$ cat src/rtl/mux_sel_pipe.sv
// Registered NUM_IN-to-1 selector with direct or round-robin channel choice and valid/ready output.
// Latency 1 cycle; word held under backpressure, drain and reload in the same edge for full throughput.
module mux_sel_pipe #(
    parameter int WIDTH  = 16,
    parameter int NUM_IN = 8,
    parameter int SEL_W  = $clog2(NUM_IN)
) (
    input  logic                    clk,
    input  logic                    rst_n,
    input  logic                    en,
    input  logic                    mode,
    input  logic [SEL_W-1:0]        sel,
    input  logic [NUM_IN*WIDTH-1:0] in_bus,
    input  logic [NUM_IN-1:0]       in_valid,
    output logic [NUM_IN-1:0]       in_taken,
    output logic [WIDTH-1:0]        out_data,
    output logic [SEL_W-1:0]        out_chan,
    output logic                    out_valid,
    input  logic                    out_ready,
    output logic                    sel_err
);

    localparam int                NSLOT    = 2**SEL_W;
    localparam logic [SEL_W:0]    NUM_IN_L = (SEL_W+1)'(NUM_IN);
    localparam logic [SEL_W-1:0]  LAST_CH  = SEL_W'(NUM_IN-1);

    logic [WIDTH-1:0] r_out_data;
    logic [SEL_W-1:0] r_out_chan;
    logic             r_out_valid;
    logic             r_sel_err;
    logic [SEL_W-1:0] r_ptr;

    logic [WIDTH-1:0] w_ch [NSLOT];
    logic [NSLOT-1:0] w_valid_pad;
    logic [SEL_W:0]   w_sum;
    logic             w_scan_vld;
    logic [SEL_W-1:0] w_scan_idx;
    logic             w_sel_ok;
    logic             w_dir_vld;
    logic             w_win_vld;
    logic [SEL_W-1:0] w_win_idx;
    logic             w_free;
    logic             w_cap;

    // Channels padded to a power of two so any sel value indexes safely.
    always_comb begin
        for (int k = 0; k < NSLOT; k++) begin
            w_ch[k] = '0;
        end
        for (int k = 0; k < NUM_IN; k++) begin
            w_ch[k] = in_bus[k*WIDTH +: WIDTH];
        end
    end

    assign w_valid_pad = NSLOT'(in_valid);

    // Walk offsets from the far end so the nearest requester after r_ptr wins.
    always_comb begin
        w_sum      = '0;
        w_scan_vld = 1'b0;
        w_scan_idx = '0;
        for (int i = NUM_IN-1; i >= 0; i--) begin
            w_sum = {1'b0, r_ptr} + (SEL_W+1)'(i);
            if (w_sum >= NUM_IN_L) begin
                w_sum = w_sum - NUM_IN_L;
            end
            if (w_valid_pad[w_sum[SEL_W-1:0]]) begin
                w_scan_vld = 1'b1;
                w_scan_idx = w_sum[SEL_W-1:0];
            end
        end
    end

    assign w_sel_ok  = ({1'b0, sel} < NUM_IN_L);
    assign w_dir_vld = w_sel_ok & w_valid_pad[sel];
    assign w_win_vld = mode ? w_scan_vld : w_dir_vld;
    assign w_win_idx = mode ? w_scan_idx : sel;
    assign w_free    = !r_out_valid | out_ready;
    assign w_cap     = rst_n & en & w_free & w_win_vld;

    always_comb begin
        in_taken = '0;
        for (int k = 0; k < NUM_IN; k++) begin
            in_taken[k] = w_cap & (w_win_idx == SEL_W'(k));
        end
    end

    always_ff @(posedge clk or negedge rst_n) begin
        if (!rst_n) begin
            r_out_data  <= '0;
            r_out_chan  <= '0;
            r_out_valid <= 1'b0;
            r_sel_err   <= 1'b0;
            r_ptr       <= '0;
        end else begin
            r_sel_err <= en & !mode & !w_sel_ok;
            if (w_cap) begin
                r_out_data  <= w_ch[w_win_idx];
                r_out_chan  <= w_win_idx;
                r_out_valid <= 1'b1;
                if (mode) begin
                    r_ptr <= (w_win_idx == LAST_CH) ? '0 : w_win_idx + SEL_W'(1);
                end
            end else if (out_ready && r_out_valid) begin
                r_out_data  <= '0;
                r_out_valid <= 1'b0;
            end
        end
    end

    assign out_data  = r_out_data;
    assign out_chan  = r_out_chan;
    assign out_valid = r_out_valid;
    assign sel_err   = r_sel_err;

endmodule

$ cat config.mk
export PLATFORM = sky130hd
export DESIGN_NAME = mux_sel_pipe
export DESIGN_NICKNAME = d
export VERILOG_FILES = /design/src/rtl/mux_sel_pipe.sv
export SDC_FILE = /design/constraint.sdc
export NUM_CORES = 1
export LEC_CHECK = 0
export CAP_MARGIN = 20
export CORE_MARGIN = 2
export CORE_UTILIZATION = 25
export DETAILED_ROUTE_END_ITERATION = 6
export SYNTH_ARGS = -nofsm -noshare
export SYNTH_HDL_FRONTEND = slang
export SYNTH_SLANG_ARGS = --single-unit
$ cat constraint.sdc
create_clock -name clk -period 6.2 [get_ports clk]
set_clock_uncertainty 0.1 [all_clocks]
set_input_delay 1.24 -clock clk [delete_from_list [all_inputs] [get_ports clk]]
set_output_delay 1.24 -clock clk [all_outputs]
set_load 0.01 [all_outputs]
; ---- Yosys cells after proc, flatten, opt, wreduce, memory -nomap -nowiden
; Cells that the tools add are included.
; W data, S select, Z words.
[op_classes]
add_sub_neg = 16
mul = 0
div = 0
order_cmp = 18
eq_ne = 7
shift = 0
muxes = 52
n_bitwise = 13
n_reduce_logical = 5
[ops]
columns = op, n
row1 = $mux W16, 4
row2 = $mux W3, 18
row3 = $bmux W16 S3, 1
row4 = $lt A3 B4 Y1 const B, 9
row5 = $ge A4 B4 Y1 const B, 8
row6 = $bmux W1 S3, 9
row7 = $sub A3 B1 Y3 const B, 8
row8 = $mux W1, 20
row9 = $add A3 B3 Y4 const B, 4
row10 = $eq A3 B3 Y1 const B, 4
row11 = $and A1 B1 Y1, 11
row12 = $add A3 B2 Y4 const B, 2
row13 = $eq A3 B2 Y1 const B, 2
row14 = $add A3 B1 Y4 const B, 1
row15 = $ge A3 B4 Y1 const B, 1
row16 = $not A3 Y4, 1
row17 = $add A3 B1 Y3 const B, 1
row18 = $eq A3 B1 Y1 const B, 1
row19 = $logic_not A3 Y1, 1
row20 = $reduce_and A2 Y1, 1
row21 = $reduce_bool A2 Y1, 1
row22 = $logic_and A1 B1 Y1, 1
row23 = $logic_not A1 Y1, 1
row24 = $or A1 B1 Y1, 1
[totals]
register_bits = 23
latchBits = 0
ram_bits = 0
mem_bits_ro = 0
in_bits = 144
output_inout_bits = 29
wordCells = 115
mem_count = 0

; ---- Longest topological paths before layout
; Gate-level depths: netlist (run 1).
[depth]
depth_word = 19
mapped_depth = 16
mapped_depth_nobuf = 12

; ---- Worst setup path after synthesis (run 1)
; No wires, ideal clock.
[synth_path]
kind = input -> output
start = in in_valid[1]
end = out in_taken[7]
arrival_ns = 3.572
t_required_ns = 4.860
slack_ns = 1.288
path_stages = 11
n_path_buf = 1
path_cell_list = mux4_2 mux2i_1 nand2_1 a21o_1 a31oi_4 and2_1 clkbuf_1 inv_1 ha_1 ha_1 and2_1
[synth_via]
elab_chain_len = 13
word_cells_on_any_way = 39
classes_between = eq/ne: 1 / mux: 36 / bitwise: 2
[synth_lines]
columns = element, line_no
row1 = start: declaration, 14  ; input logic [NUM_IN-1:0] in_valid,
row2 = $bmux W1 S3, 67  ; if (w_valid_pad[w_sum[SEL_W-1:0]]) begin
row3 = $mux W1 (implied by the code), 67
row4 = $mux W3 (7 in series), 67
row5 = $mux W3 (*), 67
row6 = $mux W3 (*), 77  ; assign w_win_idx = mode ? w_scan_idx : sel;
row7 = via w_win_idx[0], 41  ; logic [SEL_W-1:0] w_win_idx;
row8 = $eq A3 B3 Y1 (*), 84  ; in_taken[k] = w_cap & (w_win_idx == SEL_W'(k));
row9 = $and A1 B1 Y1 (*), 84
row10 = end: declaration, 15  ; output logic [NUM_IN-1:0] in_taken,
; Mark *: on every way through the listed nets, which the timed path passes. The rest lies on a longest branch. The select of a mux whose other input is x is not followed.

; ---- Worst setup path in the final report (run 1)
; Ends and elaborated chain as after synthesis.

==> results of run 1 <==
==> per-layer routing <==
layer	vias to the layer above	track usage, %	wire (um)
li1	1680	-	-
met5	-	0	0
met4	0	2.11	76
met2	158	30.4	6060
met1	1689	22.3	5410
met3	6	3.92	843
==> cell families after synthesis <==
group,count (synthesis)
other,1
muxes,67
AOI/OAI and AO/OA,122
adders and majority gates,8
xor gates and xnor gates,5
and+or+nand+nor,69
buffers and inverters,57
DFF,23
==> final cells by class <==
cell class | instances | area share [%]
clock inverter | 1 | 0.144
multi-input combinational | 272 | 45.8
timing repair buffer | 190 | 35.5
sequential | 23 | 11.0
inverter | 25 | 1.94
tap | 172 | 4.12
clock buffer | 3 | 1.44
==> worst max-delay path: stages <==
cell and delay (ns):
sky130_fd_sc_hd__clkdlybuf4s50_1 0.43, sky130_fd_sc_hd__buf_4 0.17, sky130_fd_sc_hd__mux4_2 0.50, sky130_fd_sc_hd__mux2i_1 0.43, sky130_fd_sc_hd__nand2_1 0.16, sky130_fd_sc_hd__a21o_1 0.22, sky130_fd_sc_hd__a31oi_4 0.25, sky130_fd_sc_hd__and2_1 0.19
sky130_fd_sc_hd__inv_1 0.07, sky130_fd_sc_hd__ha_1 0.23, sky130_fd_sc_hd__ha_1 0.19, sky130_fd_sc_hd__and2_1 0.14, sky130_fd_sc_hd__clkdlybuf4s50_1 0.48
==> Yosys cell counts, drive strengths merged (2+ instances only) <==
library cell	count	area [um^2]
and2	20	125
nor2b	6	37.5
a211oi	18	135
dfrtp	23	576
inv	25	101
clkbuf	11	41.3
and4b	2	20.0
mux2i	28	280
o32ai	16	140
mux2	24	270
a21o	4	30.0
nand3	3	25.0
a22o	11	96.3
ha	8	100
xnor2	3	26.3
a221oi	3	32.5
a31oi	2	27.5
o211ai	2	15.0
nand2	10	37.5
a211o	10	87.6
mux4	15	338
o21ai	20	100
and3	8	50.1
o21a	2	15.0
xor2	2	17.5
nor2	13	48.8
nand2b	2	12.5
buf	21	171
o31a	12	105
a21oi	14	73.8
==> worst paths after layout <==
path | slack (ns) | start | end | depth (start not counted)
min reg2reg | 0.41 | out_chan[1] | out_chan[1] | 1
max | 0.14 | in_valid[1] | in_taken[7] | 13
min in group asynchronous | 1.24 | rst_n | out_chan[1] | 2
min | 0.41 | out_chan[1] | out_chan[1] | 1
max in group asynchronous | 4.49 | rst_n | out_data[12] | 2
max reg2reg | 2.15 | r_ptr[0] | out_data[9] | 10
==> through the flow <==
step / total power, mW / setup slack (ns) / cells / hold slack [ns]
floorplan: 1.73 / 1.29 / 352 / 0.450
global placement: 2.26 / -0.139 / 682 / 0.398
detailed placement: 2.29 / -0.210 / 682 / 0.402
CTS: 2.46 / 0.161 / 686 / 0.424
global route: 2.67 / 0.00930 / 686 / 0.452
finish: 2.46 / 0.142 / 686 / 0.415
==> where the power goes <==
group	switching, mW	internal (mW)	leakage [nW]
logic	1.09	0.937	1.72
clock network	0.0619	0.0877	0.0371
registers	0.0617	0.224	0.287
==> sequential cells by signal, summed over array words and instances, names as in the netlist <==
name       cells
out_chan       3
out_data      16
out_valid      1
r_ptr          3
==> what timing repair did <==
action | CTS | global route
pin swaps | 0 | 0
setup endpoints to repair | 8 | 2
resized for setup | 1 | 3
==> flow_results.xml, run 1 <==
<?xml version="1.0" encoding="UTF-8"?>
<metrics>
  <group name="clock_tree">
    <metric name="cts_buffer_depth" unit="">2</metric>
    <metric name="cts_post_setup_buffers_inserted" unit="">0</metric>
    <metric name="cts_made_buffers" unit="">3</metric>
    <metric name="cts.sinks" unit="">23</metric>
    <metric name="cts.root.buffer_cell" unit="">sky130_fd_sc_hd__clkbuf_16</metric>
    <metric name="cts_htree_levels" unit="">1</metric>
    <metric name="clk_transition_reported_paths" unit="ns">0.07</metric>
    <metric name="worst_skew_pair.late_latency" unit="ns">0.26</metric>
    <metric name="cts_hold_repair.buffers" unit="">0</metric>
    <metric name="clock_tree_from_tritoncts" unit="">done</metric>
  </group>
  <group name="yosys">
    <metric name="synth_top_family_by_area" unit="">compound AO/OA/AOI/OAI gates</metric>
    <metric name="synth_simple_gate_area_share" unit="%">12.0</metric>
    <metric name="synthesis.nets" unit="">504</metric>
    <metric name="post_synth_fa_ha_maj_area_fraction" unit="%">3.08</metric>
    <metric name="synthesized_cell_area" unit="mm^2">0.00325</metric>
    <metric name="synth_flop_cell" unit="">sky130_fd_sc_hd__dfrtp_1</metric>
    <metric name="synth-seq-area-share" unit="%">17.7</metric>
    <metric name="proportion_of_synthesized_flip_flops_having_asynchronous_set_or_reset" unit="%">100</metric>
    <metric name="yosysWarningCount" unit="">0</metric>
    <metric name="synth-seq-cells" unit="">23</metric>
    <metric name="yosys.area_share.xor_xnor" unit="%">1.35</metric>
    <metric name="post_synth_inst_count" unit="">352</metric>
    <metric name="number_of_enable_flip_flop_cells_after_synthesis" unit="">0</metric>
    <metric name="muxShareOfSynthArea" unit="%">27.3</metric>
    <metric name="synth.lib_cells_used.distinct" unit="">56</metric>
    <metric name="synth_compound_area_share" unit="%">28.7</metric>
    <metric name="postSynthAreaPerCell" unit="um^2">9.23</metric>
  </group>
  <group name="setup_path">
    <metric name="timing.critical_path.from_type" unit="">primary input</metric>
    <metric name="critPathKind" unit="">primary input to output pin</metric>
    <metric name="cp_data_arrival_time" unit="ns">4.72</metric>
    <metric name="endpoint_kind" unit="">output pin</metric>
    <metric name="worstPathMaxFanout" unit="">7</metric>
    <metric name="critPathRequiredTime" unit="ns">4.86</metric>
  </group>
  <group name="cells_and_area">
    <metric name="fillers" unit="">1264</metric>
    <metric name="layout-area-overhead-vs-synth" unit="%">60.7</metric>
    <metric name="multiInputGateArea" unit="mm^2">0.00239</metric>
    <metric name="layout.area.seq" unit="um^2">576</metric>
    <metric name="antenna_cells" unit="">0</metric>
    <metric name="finish.net_count" unit="">667</metric>
    <metric name="drive_above_1_share" unit="%">12.3</metric>
    <metric name="layout_common_cells" unit="">sky130_fd_sc_hd__clkdlybuf4s50_1, sky130_fd_sc_hd__mux2i_1, sky130_fd_sc_hd__dfrtp_1, sky130_fd_sc_hd__inv_1, sky130_fd_sc_hd__and2_1</metric>
    <metric name="most_common_library_cell_in_the_layout_ignoring_fill_and_taps" unit="">sky130_fd_sc_hd__clkdlybuf4s50_1</metric>
    <metric name="finish.utilization" unit="%">41.2</metric>
    <metric name="postLayoutCellArea" unit="mm^2">0.00522</metric>
  </group>
  <group name="run">
    <metric name="max_cap_viol_count" unit="">0</metric>
  </group>
  <group name="place">
    <metric name="place_congestion" unit="">0.845</metric>
    <metric name="placed_area" unit="mm^2">0.00512</metric>
    <metric name="half_perimeter_wire_length_after_placement" unit="um">9530</metric>
    <metric name="io_buffers" unit="">171</metric>
  </group>
  <group name="sta">
    <metric name="post-route-period-util" unit="%">97.7</metric>
    <metric name="grt_setup_unrepaired" unit="">no</metric>
    <metric name="slew_headroom" unit="%">51.7</metric>
    <metric name="timing.final.crit_period" unit="ns">6.06</metric>
    <metric name="finalSetupTns" unit="ns">0</metric>
    <metric name="maxClockFrequency" unit="MHz">165</metric>
    <metric name="final_hold_viol_count" unit="">0</metric>
    <metric name="setup_viol" unit="">0</metric>
    <metric name="worstMarginPinSlew" unit="ns">0.724</metric>
    <metric name="timing.final.max_slew_violations" unit="">0</metric>
  </group>
  <group name="routing">
    <metric name="detailroute.via_count" unit="">3533</metric>
    <metric name="drt_pass1_iterations" unit="">4</metric>
    <metric name="routed_wirelength" unit="um">12400</metric>
    <metric name="avgRoutedWirePerCell" unit="um">18.1</metric>
    <metric name="post_drt_via_cell_ratio" unit="">5.15</metric>
    <metric name="drt-initial-drc-count" unit="">323</metric>
    <metric name="detail-route-antenna-nets" unit="">0</metric>
    <metric name="total_drc_errors_in_the_routed_layout" unit="">0</metric>
  </group>
  <group name="power">
    <metric name="maximum_vdd_ir_drop" unit="V">0.000256</metric>
    <metric name="total_leakage_power" unit="nW">2.04</metric>
    <metric name="power.density" unit="mW/mm^2">472</metric>
  </group>
  <group name="global_route">
    <metric name="number_of_antenna_violations_at_the_first_check_in_global_routing" unit="">0</metric>
    <metric name="grt_pass1_wl" unit="um">19700</metric>
    <metric name="grt.overflow.total" unit="">0</metric>
    <metric name="number_of_global_route_vias_before_repair" unit="">3817</metric>
    <metric name="grt_usage" unit="%">17.3</metric>
    <metric name="grt_max_degree" unit="">48</metric>
  </group>
  <group name="hold_path">
    <metric name="min_path_type" unit="">register to register</metric>
  </group>
  <group name="floorplan">
    <metric name="die_w" unit="um">118</metric>
    <metric name="floorplan.initialDensity" unit="%">25.6</metric>
    <metric name="fp.dieArea" unit="mm^2">0.0139</metric>
    <metric name="io_pins" unit="">173</metric>
    <metric name="core_area" unit="mm^2">0.0127</metric>
    <metric name="num_rows" unit="">41</metric>
    <metric name="die_height" unit="um">118</metric>
  </group>
  <group name="outcome">
    <metric name="run_status" unit="">completed</metric>
  </group>
</metrics>
(Power assumes the default switching activity.)
==> inputs of run 2 (changes only) <==
Settings changed: GPL_TIMING_DRIVEN from default to 0.
Clock period 6.2 ns to 5.3 ns, I/O delays scaled along.
==> run 2 against run 1 <==
Effect of this change:
- die area is the same
- combinational power up 36%
- utilization increased by 2.0 points
- final cell count is 2.6% higher
- sequential power is 8.7% higher
- setup slack worse by 0.026 ns
- count of clock-buffer cells in the layout stayed put
- critical path depth down 3
- design area grew 4.8%
- clock power up 15%
- routed wire length increased by 7.4%
- largest cell class unchanged
- highest routed layer unchanged
==> flow_results.xml, run 2 (synthesis results as in run 1) <==
<?xml version="1.0" encoding="UTF-8"?>
<metrics>
  <group name="clock_tree">
    <metric name="clk_transition_reported_paths" unit="ns">0.07</metric>
    <metric name="cts.sinks" unit="">23</metric>
    <metric name="clock_tree_from_tritoncts" unit="">done</metric>
    <metric name="cts.root.buffer_cell" unit="">sky130_fd_sc_hd__clkbuf_16</metric>
    <metric name="cts_hold_repair.buffers" unit="">0</metric>
    <metric name="cts_buffer_depth" unit="">2</metric>
    <metric name="cts_htree_levels" unit="">1</metric>
    <metric name="worst_skew_pair.late_latency" unit="ns">0.26</metric>
    <metric name="cts_made_buffers" unit="">3</metric>
  </group>
  <group name="setup_path">
    <metric name="endpoint_kind" unit="">output pin</metric>
    <metric name="critPathRequiredTime" unit="ns">4.14</metric>
    <metric name="cp_slowest_cell" unit="">sky130_fd_sc_hd__mux4_2</metric>
    <metric name="path_delay_family" unit="">buffers and inverters</metric>
    <metric name="timing.critical_path.from_type" unit="">primary input</metric>
    <metric name="cp_data_arrival_time" unit="ns">4.02</metric>
    <metric name="timing.critical_path.slowest_cell_delay" unit="ns">0.57</metric>
    <metric name="reg2reg_from" unit="">r_ptr[1]</metric>
    <metric name="critPathKind" unit="">primary input to output pin</metric>
    <metric name="critical_path.reg2reg.endpoint" unit="">out_data[8]</metric>
    <metric name="worstPathMaxFanout" unit="">17</metric>
    <metric name="path_buf_inv" unit="">4</metric>
    <metric name="rr_worst_depth" unit="">15</metric>
    <metric name="cp_cell_sequence" unit="">dlygate4sd2_1 -&gt; mux4_2 -&gt; nor2b_1 -&gt; a311o_1 -&gt; nor3b_2 -&gt; or3_1 -&gt; buf_6 -&gt; inv_6 -&gt; and3_1 -&gt; clkdlybuf4s50_1</metric>
    <metric name="reg2reg_slack" unit="ns">1.24</metric>
  </group>
  <group name="run">
    <metric name="max_cap_viol_count" unit="">0</metric>
  </group>
  <group name="cells_and_area">
    <metric name="drive_above_1_share" unit="%">15.6</metric>
    <metric name="stdcell_count" unit="">704</metric>
    <metric name="fillers" unit="">1256</metric>
    <metric name="antenna_cells" unit="">0</metric>
    <metric name="multiInputGateArea" unit="mm^2">0.00246</metric>
    <metric name="finish.net_count" unit="">685</metric>
    <metric name="layout-area-overhead-vs-synth" unit="%">68.5</metric>
    <metric name="most_common_library_cell_in_the_layout_ignoring_fill_and_taps" unit="">sky130_fd_sc_hd__clkdlybuf4s50_1</metric>
    <metric name="layout_common_cells" unit="">sky130_fd_sc_hd__clkdlybuf4s50_1, sky130_fd_sc_hd__mux2i_1, sky130_fd_sc_hd__dfrtp_1, sky130_fd_sc_hd__inv_1, sky130_fd_sc_hd__and2_1</metric>
    <metric name="layout.area.seq" unit="um^2">576</metric>
    <metric name="largest_register_ff_count" unit="">16</metric>
  </group>
  <group name="sta">
    <metric name="timing.final.max_slew_violations" unit="">0</metric>
    <metric name="worstMarginPinSlew" unit="ns">0.640</metric>
    <metric name="setup_viol" unit="">0</metric>
    <metric name="finalSetupTns" unit="ns">0</metric>
    <metric name="maxClockFrequency" unit="MHz">193</metric>
    <metric name="hold-worst-slack" unit="ns">0.420</metric>
    <metric name="final_hold_viol_count" unit="">0</metric>
    <metric name="slew_headroom" unit="%">57.3</metric>
    <metric name="post-route-period-util" unit="%">97.8</metric>
    <metric name="timing.final.crit_period" unit="ns">5.18</metric>
  </group>
  <group name="place">
    <metric name="place_congestion" unit="">0.891</metric>
    <metric name="io_buffers" unit="">171</metric>
    <metric name="dp_cells" unit="">696</metric>
    <metric name="half_perimeter_wire_length_after_placement" unit="um">10400</metric>
  </group>
  <group name="global_route">
    <metric name="number_of_global_route_vias_before_repair" unit="">3809</metric>
    <metric name="grt_pass1_wl" unit="um">20600</metric>
    <metric name="grt.overflow.total" unit="">0</metric>
    <metric name="number_of_antenna_violations_at_the_first_check_in_global_routing" unit="">0</metric>
    <metric name="grt_max_degree" unit="">21</metric>
    <metric name="grt_usage" unit="%">18.3</metric>
  </group>
  <group name="routing">
    <metric name="detail-route-antenna-nets" unit="">0</metric>
    <metric name="detailroute.via_count" unit="">3588</metric>
    <metric name="total_drc_errors_in_the_routed_layout" unit="">0</metric>
    <metric name="avgRoutedWirePerCell" unit="um">18.9</metric>
    <metric name="drt-initial-drc-count" unit="">176</metric>
    <metric name="routed_wirelength" unit="um">13300</metric>
    <metric name="post_drt_via_cell_ratio" unit="">5.10</metric>
    <metric name="drt_pass1_iterations" unit="">5</metric>
  </group>
  <group name="floorplan">
    <metric name="io_pins" unit="">173</metric>
    <metric name="core_area" unit="mm^2">0.0127</metric>
    <metric name="floorplan.initialDensity" unit="%">25.6</metric>
    <metric name="die_w" unit="um">118</metric>
    <metric name="fp.dieArea" unit="mm^2">0.0139</metric>
    <metric name="num_rows" unit="">41</metric>
    <metric name="die_height" unit="um">118</metric>
  </group>
  <group name="power">
    <metric name="power.clock.fraction" unit="%">5.3</metric>
    <metric name="p_sw" unit="mW">1.56</metric>
    <metric name="power.density" unit="mW/mm^2">593</metric>
    <metric name="share_comb_of_total_power" unit="%">85.1</metric>
    <metric name="maximum_vdd_ir_drop" unit="V">0.000251</metric>
    <metric name="power_report.internal_total" unit="mW">1.69</metric>
    <metric name="total_leakage_power" unit="nW">2.17</metric>
    <metric name="design_power_total" unit="mW">3.25</metric>
    <metric name="switching_share" unit="%">48.0</metric>
    <metric name="seqPwrFrac" unit="%">9.6</metric>
  </group>
  <group name="hold_path">
    <metric name="worstHoldEndpoint" unit="">out_chan[1]</metric>
    <metric name="min_path_type" unit="">register to register</metric>
    <metric name="hp-start" unit="">out_chan[1]</metric>
    <metric name="holdPathStages" unit="">1</metric>
  </group>
  <group name="outcome">
    <metric name="run_status" unit="">completed</metric>
  </group>
</metrics>
run 2: changes by cell type in the layout (fill, tap and decap cells not counted), sizes merged:
cell           before  now
buf                19   28
clkbuf              3   12
clkdlybuf4s50     171  161
clkinv              0    1
dlygate4sd2         0    9
dlymetal6s2s        0    1
inv                25   24
run 2: timing repair:
item | CTS | global route
pin swaps | 1 | 1
buffers inserted | 3 | 5
endpoints found under the setup margin | 8 | 8
cloned | 0 | 1
gates resized for setup | 30 | 12
run 2: through the flow:
step / setup WS [ns] / area, um^2 / utilization (%)
2_1_floorplan: 0.612 / 3250 / -
3_3_place_gp: -0.816 / 5170 / 40.8
3_5_place_dp: -0.846 / 5200 / 41.1
4_1_cts: 0.00407 / 5370 / 42.4
5_1_grt: -0.00903 / 5470 / 43.2
6_report: 0.116 / 5470 / 43.2
run 2: routing by layer:
metal  vias up  routed length, um  track usage, %
met4         0                105            2.18
met2       165               6510            32.5
met1      1694               5770            23.5
met3         8                930            3.92
met5         -                  0               0
li1       1721                  -               -
run 2: layout make-up:
class / instances / share of cell area (%)
Multi-Input combinational cell: 272 / 45.0
Timing Repair Buffer: 181 / 33.2
Sequential cell: 23 / 10.5
Tap cell: 172 / 3.93
Buffer: 27 / 3.89
Inverter: 25 / 2.01
Clock buffer: 3 / 1.37
Clock inverter: 1 / 0.0914
run 2: worst max path at each step:
stage / from / end / slack [ns] / depth (start not counted)
4_1_cts: in_valid[4] / in_taken[7] / 0.004 / 12
2_1_floorplan: r_ptr[1] / in_taken[7] / 0.61 / 16
3_3_place_gp: in_valid[6] / in_taken[3] / -0.82 / 13
3_5_place_dp: in_valid[7] / in_taken[3] / -0.85 / 13
5_1_grt: in_valid[5] / in_taken[1] / -0.009 / 10
6_report: in_valid[5] / in_taken[1] / 0.12 / 10
run 2: power by group through the flow:
stage	Combinational [mW]	Clock, mW	Sequential [mW]
after floorplan	1.68	0	0.344
after global placement	2.46	0	0.311
after detailed placement	2.50	0	0.314
after CTS	2.65	0.177	0.312
after global routing	2.98	0.184	0.322
final	2.76	0.173	0.311
==> inputs of run 3 (changes only) <==
Settings changed: CTS_BUF_LIST from default to sky130_fd_sc_hd__clkbuf_4 sky130_fd_sc_hd__clkbuf_8 sky130_fd_sc_hd__clkbuf_16.
==> results of run 3 <==
Final layout, timing and power as in run 2 (identical DEF).
